[src/rtl/motor_pkg.sv]
// -----------------------------------------------------------------------------
// motor_pkg
// Shared types and helpers for the N-channel H-bridge motor driver.
//   mode_t     : per-channel bridge mode (BRAKE, FWD, REV, DEAD)
//   PINS_*     : {fwd, rev} pin encodings for the static modes
//   decode_t   : decoded command (target mode + PWM magnitude)
//   sat_abs()  : decodes a sign-extended speed command into mode + magnitude,
//                saturating the most-negative code to the largest duty
// -----------------------------------------------------------------------------
package motor_pkg;

    typedef enum logic [1:0] {
        BRAKE = 2'd0,
        FWD   = 2'd1,
        REV   = 2'd2,
        DEAD  = 2'd3
    } mode_t;

    // Widest PWM magnitude the decode helper supports (W must not exceed this).
    localparam int MAX_W = 16;

    // Pin encodings, ordered {fwd, rev}.
    localparam logic [1:0] PINS_BRAKE = 2'b11;
    localparam logic [1:0] PINS_COAST = 2'b00;

    typedef struct packed {
        mode_t            mode;
        logic [MAX_W-1:0] mag;
    } decode_t;

    // cmd is the channel command sign-extended to MAX_W+1 bits; w is the real
    // magnitude width. -2^w has no positive twin in w bits, so it clamps to
    // 2^w-1 instead of wrapping to zero.
    function automatic decode_t sat_abs(input logic [MAX_W:0] cmd, input int w);
        decode_t        d;
        logic [MAX_W:0] one;
        logic [MAX_W:0] full;
        logic [MAX_W:0] neg;
        one    = (MAX_W+1)'(1);
        full   = one << w;
        neg    = ~cmd + one;
        d.mode = BRAKE;
        d.mag  = '0;
        if (cmd[MAX_W]) begin
            d.mode = REV;
            d.mag  = (neg == full) ? MAX_W'(full - one) : neg[MAX_W-1:0];
        end else if (cmd != '0) begin
            d.mode = FWD;
            d.mag  = cmd[MAX_W-1:0];
        end
        return d;
    endfunction

endpackage

[src/rtl/motor_chan.sv]
// -----------------------------------------------------------------------------
// motor_chan
// One bridge channel: command decode, mode FSM with dead-time on reversal,
// duty/pending registers, PWM compare and registered pin outputs.
// Ports:
//   clk, rst_n : clock, synchronous active-low reset
//   cmd        : W+1-bit two's-complement speed command
//   cnt        : shared W-bit PWM timebase
//   boundary   : 1 in the last cycle of a PWM period (cnt == 2^W-1)
//   fwd, rev   : registered bridge inputs
//   dead       : registered, 1 while the channel coasts in DEAD
// -----------------------------------------------------------------------------
module motor_chan
    import motor_pkg::*;
#(
    parameter int W        = 10,
    parameter int DEAD_CYC = 16
) (
    input  logic         clk,
    input  logic         rst_n,
    input  logic [W:0]   cmd,
    input  logic [W-1:0] cnt,
    input  logic         boundary,
    output logic         fwd,
    output logic         rev,
    output logic         dead
);

    localparam int            DW        = (DEAD_CYC > 1) ? $clog2(DEAD_CYC) : 1;
    localparam logic [DW-1:0] DEAD_INIT = DW'((DEAD_CYC > 0) ? DEAD_CYC - 1 : 0);

    mode_t         state, state_n;
    mode_t         pending, pending_n;
    logic [W-1:0]  duty, duty_n;
    logic [DW-1:0] dcnt, dcnt_n;
    logic [1:0]    pins_n;
    logic          dead_n;
    logic          p;

    logic signed [W:0] cmd_s;
    decode_t           dec;
    logic [W-1:0]      mag;
    logic              unused_mag;

    assign cmd_s      = cmd;
    assign dec        = sat_abs((MAX_W+1)'(cmd_s), W);
    assign mag        = dec.mag[W-1:0];
    assign unused_mag = &{1'b0, dec.mag};
    assign p          = (cnt < duty);

    // NOTE: every variable gets its default before the case so no path leaves
    // one unassigned; a missing default here would infer a latch.
    always_comb begin
        state_n   = state;
        pending_n = pending;
        duty_n    = duty;
        dcnt_n    = dcnt;
        case (state)
            BRAKE: begin
                if (boundary && dec.mode != BRAKE) begin
                    state_n = dec.mode;
                    duty_n  = mag;
                end
            end
            FWD, REV: begin
                if (boundary) begin
                    if (dec.mode == BRAKE) begin
                        state_n = BRAKE;
                    end else if (dec.mode == state) begin
                        duty_n = mag;
                    end else if (DEAD_CYC > 0) begin
                        // Reversal: coast first, remember where we are heading.
                        state_n   = DEAD;
                        dcnt_n    = DEAD_INIT;
                        pending_n = dec.mode;
                        duty_n    = mag;
                    end else begin
                        state_n = dec.mode;
                        duty_n  = mag;
                    end
                end
            end
            DEAD: begin
                // A boundary only retargets the exit; the coast interval runs on.
                if (boundary) begin
                    pending_n = dec.mode;
                    duty_n    = mag;
                end
                if (dcnt == '0) begin
                    state_n = boundary ? dec.mode : pending;
                end else begin
                    dcnt_n = dcnt - DW'(1);
                end
            end
            default: state_n = BRAKE;
        endcase
    end

    always_comb begin
        pins_n = PINS_COAST;
        dead_n = 1'b0;
        case (state)
            BRAKE:   pins_n = PINS_BRAKE;
            FWD:     pins_n = {p, 1'b0};
            REV:     pins_n = {1'b0, p};
            DEAD:    dead_n = 1'b1;
            default: pins_n = PINS_BRAKE;
        endcase
    end

    // NOTE: state registers use non-blocking assignment so every flop samples
    // pre-edge values regardless of statement order.
    always_ff @(posedge clk) begin
        if (!rst_n) begin
            state   <= BRAKE;
            pending <= BRAKE;
            duty    <= '0;
            dcnt    <= '0;
            fwd     <= PINS_BRAKE[1];
            rev     <= PINS_BRAKE[0];
            dead    <= 1'b0;
        end else begin
            state   <= state_n;
            pending <= pending_n;
            duty    <= duty_n;
            dcnt    <= dcnt_n;
            fwd     <= pins_n[1];
            rev     <= pins_n[0];
            dead    <= dead_n;
        end
    end

endmodule

[src/rtl/motor_drive_n.sv]
// -----------------------------------------------------------------------------
// motor_drive_n
// N-channel H-bridge PWM driver with a shared timebase. Each channel latches
// its command only at the period boundary and inserts a coast interval on
// direction reversal.
// Ports:
//   clk, rst_n : clock, synchronous active-low reset
//   cmd        : N_CH x (W+1)-bit signed speeds, channel i at [i*(W+1) +: W+1]
//   fwd, rev   : registered bridge inputs, one bit per channel
//   dead       : registered, 1 while a channel is coasting for dead-time
//   pwm_sync   : registered one-clock pulse in the cycle cnt == 0
// -----------------------------------------------------------------------------
module motor_drive_n
    import motor_pkg::*;
#(
    parameter int N_CH     = 2,
    parameter int W        = 10,
    parameter int DEAD_CYC = 16
) (
    input  logic                   clk,
    input  logic                   rst_n,
    input  logic [N_CH*(W+1)-1:0]  cmd,
    output logic [N_CH-1:0]        fwd,
    output logic [N_CH-1:0]        rev,
    output logic [N_CH-1:0]        dead,
    output logic                   pwm_sync
);

    logic [W-1:0] cnt;
    logic         boundary;

    assign boundary = &cnt;

    // pwm_sync is registered from the boundary so it lands in the cnt == 0 cycle.
    always_ff @(posedge clk) begin
        if (!rst_n) begin
            cnt      <= '0;
            pwm_sync <= 1'b0;
        end else begin
            cnt      <= cnt + W'(1);
            pwm_sync <= boundary;
        end
    end

    for (genvar i = 0; i < N_CH; i++) begin : g_chan
        motor_chan #(
            .W        (W),
            .DEAD_CYC (DEAD_CYC)
        ) u_chan (
            .clk      (clk),
            .rst_n    (rst_n),
            .cmd      (cmd[i*(W+1) +: W+1]),
            .cnt      (cnt),
            .boundary (boundary),
            .fwd      (fwd[i]),
            .rev      (rev[i]),
            .dead     (dead[i])
        );
    end

endmodule

[config.mk]
export PLATFORM = sky130hd
export DESIGN_NAME = motor_drive_n
export DESIGN_NICKNAME = d
export VERILOG_FILES = /design/src/rtl/motor_pkg.sv /design/src/rtl/motor_chan.sv /design/src/rtl/motor_drive_n.sv
export SDC_FILE = /design/constraint.sdc
export NUM_CORES = 1
export LEC_CHECK = 0
export ABC_AREA = 1
export BUFFER_PORTS_ARGS = -buffer_cell sky130_fd_sc_hd__buf_2
export CAP_MARGIN = 20
export CORE_MARGIN = 2
export CORE_UTILIZATION = 35
export CTS_CLUSTER_SIZE = 10
export DETAILED_ROUTE_END_ITERATION = 10
export GPL_TIMING_DRIVEN = 0
export SETUP_SLACK_MARGIN = 0.15
export SYNTH_ARGS = -nofsm -noshare
export SYNTH_HDL_FRONTEND = slang
export SYNTH_HIERARCHICAL = 1
export SYNTH_SLANG_ARGS = --single-unit
[constraint.sdc]
create_clock -name clk -period 2.35 [get_ports clk]
set_input_delay 0.47 -clock clk [delete_from_list [all_inputs] [get_ports clk]]
set_output_delay 0.47 -clock clk [all_outputs]
set_load 0.005 [all_outputs]
* Yosys cells after proc, flatten, opt, wreduce, memory -nomap -nowiden
Index checks and enable logic that the tools add are counted.
Cells by class: bitwise logic cells 2, magnitude comparators 2, add/subtract/negate cells 5, mux-type cells 52, reduce and logical (&&, ||, !) cells 25, equality and inequality tests 26
Operators by type and width (number):
- 10-bit 2-to-1 mux | 8
- 10-bit one-hot mux with 3 select lines | 2
- 18-bit 2-to-1 mux | 2
- 2-bit 2-to-1 mux | 18
- 17-bit by 1-bit adder with 17-bit output, second input constant | 2
- 17-bit by 11-bit == test with 1-bit output, second input constant | 2
- 17-bit 2-to-1 mux | 2
- 17-bit NOT | 2
- 17-bit nonzero test | 2
- 16-bit 2-to-1 mux | 2
- 4-bit 2-to-1 mux | 8
- 2-bit one-hot mux with 3 select lines | 4
- 4-bit AND reduction | 6
- 10-bit less-than comparator | 2
- 2-bit != test, second input constant | 8
- 4-bit one-hot mux with 2 select lines | 2
- 2-bit by 1-bit != test with 1-bit output, second input constant | 6
- 10-bit by 1-bit adder with 10-bit output, second input constant | 1
- 10-bit AND reduction | 1
- 5-bit AND reduction | 2
- 2-bit == test, second input constant | 4
- 2-bit logical NOT | 4
- 4-bit logical NOT | 2
- 2-bit one-hot mux with 2 select lines | 2
- 8 further kinds | 18
Storage, ports and cells: word-level logic and storage cells 128, input port bits 24, flip-flop bits (word level) 53

* Depth between registers and ports, before layout
Gate-level depths: netlist of run 1.
depth after elaboration 10, gate-level depth with buffers 16, gate-level depth less buffers 16

* Hierarchy
The synthesis of run 1 kept the hierarchy.
Modules (own cells, without submodules):
- motor_chan (g_chan[0].u_chan) | area an instance 1689.1 um^2, times used 1, cells an instance 256
- motor_chan (g_chan[1].u_chan) | area an instance 1669.1 um^2, times used 1, cells an instance 260
- motor_drive_n | area an instance 469.2 um^2, times used 1, cells an instance 65

* Worst setup path before layout of run 1
OpenSTA, ideal clock, no wires.
kind input port to flip-flop, start point input cmd[0], end point register g_chan[0].u_chan.dcnt[0], stages on the path 16, data arrival time 2.176 ns, library setup time 0.119 ns, setup slack 0.056 ns, path buffers 0, path through inv_1 -> ha_1 -> inv_1 -> nor2_4 -> nand2_2 -> nor4_1 -> inv_1 -> ha_1 -> xnor2_1 -> nand2_1 -> nand3_1 -> nand2_2 -> nand2_2 -> nand2_1 -> nand2_1 -> nor2_1
Between the ends: longest elaborated chain between the ends 6, elaborated cells between the ends (all ways) 8
Ends and longest elaborated chain:
- start: declaration | RTL line motor_drive_n.sv:22 | input logic [N_CH*(W+1)-1:0] cmd,
- 17-bit nonzero test * | RTL line motor_pkg.sv:47 | end else if (cmd != '0) begin
- 17-bit 2-to-1 mux * | RTL line motor_pkg.sv:47
- 18-bit 2-to-1 mux * | RTL line motor_pkg.sv:44 | if (cmd[MAX_W]) begin
- 2-bit == test / 2-bit logical NOT (equally long branches) | RTL line motor_chan.sv:69, motor_chan.sv:67
- 2-bit != test (no source line)
- 5-bit AND reduction (no source line) *
- end signal: assignment | RTL line motor_chan.sv:126 | dcnt <= dcnt_n;
- end: declaration | RTL line motor_chan.sv:35 | logic [DW-1:0] dcnt, dcnt_n;
Every way passes the cells marked *; elsewhere a longest branch is shown, timed or not. A chain may end at the register's enable or synchronous reset.

* Final worst setup path of run 1
start point input cmd[0], end point register g_chan[0].u_chan.duty[9]
Between the ends: longest elaborated chain between the ends 8, elaborated cells between the ends (all ways) 18
Ends and longest elaborated chain:
- 17-bit NOT | RTL line motor_pkg.sv:41 | neg = ~cmd + one;
- 17-bit by 1-bit adder with 17-bit output | RTL line motor_pkg.sv:41
- 17-bit by 11-bit == test with 1-bit output | RTL line motor_pkg.sv:46 | d.mag = (neg == full) ? MAX_W'(full - one) : neg[MAX_W-1:0];
- 16-bit 2-to-1 mux | RTL line motor_pkg.sv:46
- 18-bit 2-to-1 mux * | RTL line motor_pkg.sv:44
- 10-bit 2-to-1 mux | RTL line motor_chan.sv:67 | if (dec.mode == BRAKE) begin
- 10-bit 2-to-1 mux | RTL line motor_chan.sv:66 | if (boundary) begin
- 10-bit one-hot mux with 3 select lines | RTL line motor_chan.sv:58 | case (state)
- end signal: assignment | RTL line motor_chan.sv:125 | duty <= duty_n;
- end: declaration | RTL line motor_chan.sv:34 | logic [W-1:0] duty, duty_n;
Every way passes the cells marked *; elsewhere a longest branch is shown, timed or not. The select of a mux whose other input is x is not followed.

==> results by group, run 1 <==
Synth
  – Top post-synthesis cells by area: dfxtp_1, ha_1, nand2_1, inv_1, nor2_1
  – Share of the synthesized area in the top cell type: about 28%
  – Synthesized net count: 640
  – Synth area leader: dfxtp_1
  – Seq/Total Area, Yosys: between 20% and 30%
  – Synth warn: 6
  – Mapped Area: around 3800 sq um
  – Netlist cell types: 37
  – Post-Syn Instances: roughly 580
  – Syn Area/Cell: about 6.6 sq um
  – Yosys reg bits: between 50 and 60

Global routing
  – Largest net degree at the start of global routing: 16
  – First-pass GRT wire length: between 15000 and 20000 microns
  – Grt total ovfl: 0
  – Vias in the first global route: approximately 3.4k
  – Initial antenna violation count: 0
  – Tot GR Track Use: between 10% and 20%

Worst setup path
  – Slowest Stage Delay on Critical Path: ~0.33 ns
  – Critical path data required time: roughly 2.6 ns
  – Critical Path Sink Type: flop
  – Worst path top cell family by delay: simple AND/OR/NAND/NOR gates
  – CP Launch Type: input pin
  – Crit. Startpoint: cmd[0]
  – Critical path type: input pin to flop
  – Worst EP arrival: 2.38 ns
  – Slowest cell on crit path: ha_2
  – Maximum fanout along the worst path: 5
  – Worst R2R Start: cnt[1]
  – Crit-path most repeated cell: nand2_1
  – WP buf/inv: 4
  – CP Cell Sequence: buf_8 > inv_4 > ha_4 > inv_4 > nor2_4 > nand2_4 > nor4_4 > ha_2 > inv_2 > nand2_2 > nor2_1 > nand2_1 > nor2_4 > nand2_4 > nand2_1 > nand2_1 > a21oi_2
  – Reg2Reg Setup Slack: approximately 0.32 ns

Floorplanning
  – Num rows: 38
  – Die X-Extent: approximately 110 microns
  – Core area: between 10000 and 15000 sq um
  – Initial Utilization: 35.62%
  – DIE HEIGHT: roughly 110 microns
  – I/O pins: 31
  – Die area: ~12000 sq um

Job
  – Max cap viols: 0

Outcome
  – Status: completed

Timing
  – Fmax: between 0.4 and 0.5 GHz
  – Worst Tran Pin Value: about 0.54 ns
  – Minimum clock period: around 2.1 ns
  – Relative slew slack: a little under two thirds
  – Endpoints failing setup: 0
  – RSZ-0062 raised after global routing: true
  – Final Hold Violating Endpoints: 0
  – Final Cycle Share: 90.72%
  – Max-slew violation count: 0
  – Layout Skew: around 0.0098 ns

Placed design
  – IO buf count: 28
  – RD Place Congestion: about 0.87
  – Hpwl dp: approximately 6800 microns

CTS
  – Clk Latency, worst-skew pair: about 0.30 ns
  – Clock-pin transition on the worst setup and hold timing paths: 0.10 ns
  – Sink Count: 53
  – H-tree depth: 2
  – CTS Buf Count: 5
  – Root buf cell: clkbuf_8
  – Clock buffer depth: 2
  – CTS tree: done
  – CTS hold repair buffers: 0

Detailed routing
  – 1st-iter DRT viols: 200
  – Final WL: slightly above 9000 microns
  – Vias per cell: 4.879
  – 1st-pass router iterations: 4
  – Via count: ~3.8k
  – Remaining antenna violation count after routing: 0
  – Drc violations: 0
  – DR WL/cell: 11.98 microns

Min path
  – Min-delay worst type: flop to flop
  – HP Start: cnt[0]

Cells and area
  – Final nets: a little under 700
  – Post-layout util: between 40% and 50%
  – Most common cell after layout, fill and taps aside: nand2_1
  – Commonest non-fill, non-tap cells in the layout: nand2_1, inv_1, nor2_1, a21oi_1, dfxtp_1
  – Share of layout cells above drive strength 1: about 20%
  – Antenna cell count: 0
  – Area delta synth->final: 19.68%

Power and ir drop
  – Combinational share of power: between 30 and 40%
  – P per Cell Area: between 400 and 500 nW/um^2
  – VDD IR-drop max: ~0.00025 V
  – PnR Total Power: roughly 2.3 mW
  – Sequential share of power: 45.2%
  – Sw Share: 33.12%
  – P_leak: 2.019 nW
  – Clock power frac: between 20% and 30%
  – Internal Power: around 1.5 mW
  – Switching Power: about 0.75 mW
## per-stage QoR
stage	std cells	area (sq um)	worst slack (ns)	setup TNS [ns]	hold WS, ns
after floorplan	581	3871	0.1532	0	0.4393
after global placement	749	4187	-0.2352	-6.984	0.4505
after detailed placement	749	4187	-0.2434	-7.431	0.4563
after CTS	759	4332	0.1505	0	0.4626
after global routing	771	4581	0.08175	0	0.4667
final	771	4581	0.2180	0	0.4582
## power by group through the flow
stage               logic, mW  registers (mW)  clock network (mW)
finish                  0.684            1.02               0.559
global route            0.788            1.03               0.611
CTS                     0.632            1.02               0.580
detailed placement      0.623            1.05                   0
global placement        0.616            1.05                   0
floorplan               0.468            1.04                   0
## path summary, 6_finish.rpt
| kind | cells past startpoint | end |
|---|---|---|
| setup / recovery | 17 | g_chan[0].u_chan/duty[9] |
| hold / removal | 1 | cnt[0] |
| setup reg to reg | 13 | g_chan[0].u_chan/duty[8] |
| hold reg to reg | 1 | cnt[0] |
## cells in the mapped netlist
master      n
clkbuf_8    1
or2_1       2
nand4_1    10
buf_2       1
nand3_4     1
o22ai_1     4
nand3b_1    2
a31oi_1    12
xnor2_1     4
nand4_2     1
nor3_2      3
o21ai_0    27
inv_2       6
o21a_1      3
o21ai_1    11
buf_6       3
inv_1      85
o21ai_4     1
xor2_1      1
dfxtp_1    53
a21oi_1    56
nand2_2     8
nor2_2      5
nand3_2     1
or2_2       2
buf_4       1
nor2_4      4
clkbuf_2    1
nand3_1    44
ha_1       35
clkbuf_1    2
nor3_1     10
or2_0       1
nand2_4     1
nand2_1   103
nor2_1     75
nor4_1      1
## sequential cells by signal, indices dropped and copies added (netlist names)
register / flops
g_chan.u_chan/duty: 20
cnt: 10
g_chan.u_chan/dcnt: 8
g_chan.u_chan/pending: 4
g_chan.u_chan/state: 4
g_chan.u_chan/dead: 2
g_chan.u_chan/fwd: 2
g_chan.u_chan/rev: 2
pwm_sync: 1
## area by class of cell
| type | count | area, sq um |
|---|---|---|
| plain buffers | 9 | 73.82 |
| clock buffers | 7 | 96.34 |
| clock inverters | 1 | 5.005 |
| fillers | 1128 | 6165 |
| inverters | 91 | 351.6 |
| multi-input cells | 429 | 2544 |
| flip-flops and latches | 53 | 1069 |
| well taps | 140 | 175.2 |
| repair buffers | 41 | 266.5 |
## kinds of logic (layout without fill, tap and decap cells)
family | after synthesis | after routing | share of synthesized area [%]
simple gates | 274 | 275 | 32.95
xor+xnor | 5 | 5 | 1.144
fa+ha+maj | 35 | 35 | 11.44
flops | 53 | 53 | 27.72
compound gates | 114 | 114 | 15.92
buf+inv | 100 | 149 | 10.82
## per-layer routing
| metal | part of all wire, % | routed length, microns | track usage [%] | vias up |
|---|---|---|---|---|
| met5 | 0 | 0 | 0 | - |
| met4 | 1.6 | 152 | 4.487 | 0 |
| met3 | 3.0 | 275 | 1.748 | 13 |
| met2 | 50 | 4577 | 27.72 | 66 |
| met1 | 46 | 4229 | 19.80 | 1675 |
| li1 | - | - | - | 2008 |
## timing repair
| action | in CTS | in global routing |
|---|---|---|
| pin swaps | 3 | 19 |
| buffers inserted | 2 | 11 |
| resized for setup | 8 | 47 |
| endpoints found under the setup margin | 36 | 35 |
| cloned | 0 | 1 |
Power figures use the tool's default switching activity.
==> run 2, diff against run 1 <==
Settings changed: SETUP_SLACK_MARGIN 0.15 to unset.
Clock period 2.35 ns to 1.8 ns, I/O delays scaled along.
==> run 2 against run 1 <==
Net effect:
- the run now ends with setup timing left
- combinational power rose by 65%
- design area is 13% higher
- sequential power increased by 31%
- global-route usage rose by 1.9 points
- die area stayed put
- count of clock-buffer cells in the layout unchanged
- final cell count rose by 4.0%
- non-clock buffer count increased by 29
- routed wire length is 9.6% higher
- register-to-register slack got worse by 0.42 ns
- critical path type unchanged
==> results by group, run 2 (same netlist as run 1, synthesis figures left out) <==
Detailed routing
  – Vias per cell: a little under 5
  – Remaining antenna violation count after routing: 0
  – 1st-pass router iterations: 6
  – Via count: roughly 4k
  – Final WL: 10120 microns
  – Drc violations: 0
  – 1st-iter DRT viols: around 190
  – DR WL/cell: between 10 and 15 microns

Power and ir drop
  – Internal Power: 2.081 mW
  – Sw Share: between 30% and 40%
  – P_leak: about 2.2 nW
  – Clock power frac: ~23%
  – Combinational share of power: 35.2%
  – VDD IR-drop max: 0.0003023 V
  – Sequential share of power: about two fifths
  – Switching Power: ~1.1 mW
  – P per Cell Area: slightly above 600 nW/um^2

CTS
  – CTS Buf Count: 5
  – Root buf cell: clkbuf_8
  – Clock-pin transition on the worst setup and hold timing paths: 0.09 ns
  – H-tree depth: 2
  – CTS tree: done
  – Clock buffer depth: 2
  – Clk Latency, worst-skew pair: roughly 0.3 ns
  – Sink Count: 53

Cells and area
  – Most common cell after layout, fill and taps aside: nand2_1
  – Design area: ~5200 sq um
  – Max reg flops: 20
  – Area delta synth->final: 35.80%
  – Commonest non-fill, non-tap cells in the layout: nand2_1, inv_1, nor2_1, a21oi_1, dfxtp_1
  – Fin cells: about 800
  – Antenna cell count: 0
  – Post-layout util: 48.37%
  – Largest regs: g_chan.u_chan/duty x20, cnt x10, g_chan.u_chan/dcnt x8
  – Final nets: between 700 and 800
  – Share of layout cells above drive strength 1: roughly a third
  – Top reg by flops: g_chan.u_chan/duty

Floorplanning
  – Num rows: 38
  – Die X-Extent: about 110 microns
  – Die area: about 12000 sq um
  – I/O pins: 31
  – DIE HEIGHT: between 100 and 150 microns
  – Initial Utilization: a little over a third
  – Core area: around 11000 sq um

Placed design
  – RD Place Congestion: 0.8816
  – DP Cell Count: 749
  – IO buf count: 28
  – Pre-CTS setup slack: -0.7071 ns
  – Hpwl dp: 6972 microns
  – Cell Area, Placed: between 4000 and 5000 sq um

Global routing
  – Tot GR Track Use: 17.47%
  – Initial antenna violation count: 0
  – Largest net degree at the start of global routing: 16
  – Grt total ovfl: 0
  – First-pass GRT wire length: roughly 17000 microns
  – Vias in the first global route: between 3k and 4k

Timing
  – Final Cycle Share: 105.9%
  – Worst Tran Pin Value: 0.7103 ns
  – Endpoints failing setup: 32
  – Max-slew violation count: 0
  – Fmax: between 0.5 and 0.6 GHz
  – RSZ-0062 raised after global routing: true
  – Layout Skew: 0.007459 ns
  – Final Hold Violating Endpoints: 0
  – Worst hold margin: about 0.37 ns
  – Minimum clock period: approximately 1.9 ns
  – Relative slew slack: between 50% and 60%
  – Final Worst Setup Slack: -0.1068 ns

Worst setup path
  – Maximum fanout along the worst path: 5
  – CP Launch Type: input pin
  – Worst EP arrival: 2.14 ns
  – Critical path type: input pin to flop
  – Critical Path Sink Type: flop
  – Critical path data required time: ~2.0 ns

Job
  – Max cap viols: 0

Outcome
  – Status: finished, violations left
  – Failing checks: setup timing

Min path
  – Min-delay worst type: input pin to flop
run 2: cell count changes in the layout (fill, tap and decap cells not counted), moves of 9 or more:
cell | previous run | this run
nor2_1 | 71 | 62
buf_6 | 4 | 17
buf_4 | 13 | 34
o21ai_0 | 27 | 13
o21ai_2 | 0 | 11
run 2: repair_timing:
item,4_1_cts,5_1_grt
resized for setup,68,72
hold buffers,0,0
buffers inserted,21,19
setup endpoints to repair,36,36
gates cloned,5,0
pin swaps,33,18
run 2: power groups by stage:
stage | Sequential (mW) | Clock [mW] | Combinational [mW]
floorplan | 1.35 | 0 | 0.634
global placement | 1.37 | 0 | 0.836
detailed placement | 1.37 | 0 | 0.849
CTS | 1.35 | 0.749 | 1.03
global route | 1.36 | 0.796 | 1.27
finish | 1.34 | 0.727 | 1.13
run 2: final cells by class:
type / instances / area [sq um]
Timing Repair Buffer: 70 / 550.5
Sequential cell: 53 / 1085
Clock inverter: 1 / 5.005
Fill cell: 1071 / 5548
Buffer: 9 / 73.82
Timing Repair inverter: 1 / 6.256
Tap cell: 140 / 175.2
Multi-Input combinational cell: 430 / 2794
Clock buffer: 7 / 96.34
Inverter: 91 / 411.6
run 2: per-layer routing:
metal	vias up	wire [microns]	global-route usage [%]
li1	2068	-	-
met1	1817	4273	20.31
met2	84	5365	32.72
met3	15	321	1.808
met4	0	157	6.410
met5	-	0	0
run 2: critical path, cell delays in order:
cell,delay [ns]
buf_12,0.11
inv_16,0.04
ha_4,0.12
inv_2,0.04
nor2_4,0.10
nand2_4,0.07
nor4_4,0.17
buf_4,0.17
ha_4,0.19
inv_2,0.05
nand2_2,0.04
nor2_1,0.10
nand2_1,0.09
nor2_4,0.16
buf_6,0.13
nand2_8,0.06
a31oi_1,0.13
run 2: stage by stage:
step                power (mW)  TNS, ns
floorplan                1.988   -5.281
global placement         2.205   -19.80
detailed placement       2.221   -20.82
CTS                      3.130   -2.229
global route             3.419   -6.004
finish                   3.198   -2.008
run 2: final timing paths:
check / start / end / slack [ns] / cells after the start
max: cmd[0] / g_chan[0].u_chan/duty[3] / -0.11 / 17
min: cmd[0] / g_chan[0].u_chan/duty[0] / 0.37 / 3
max reg2reg: cnt[1] / g_chan[0].u_chan/duty[8] / -0.10 / 13
min reg2reg: g_chan[0].u_chan/dcnt[2] / g_chan[0].u_chan/dcnt[2] / 0.47 / 2
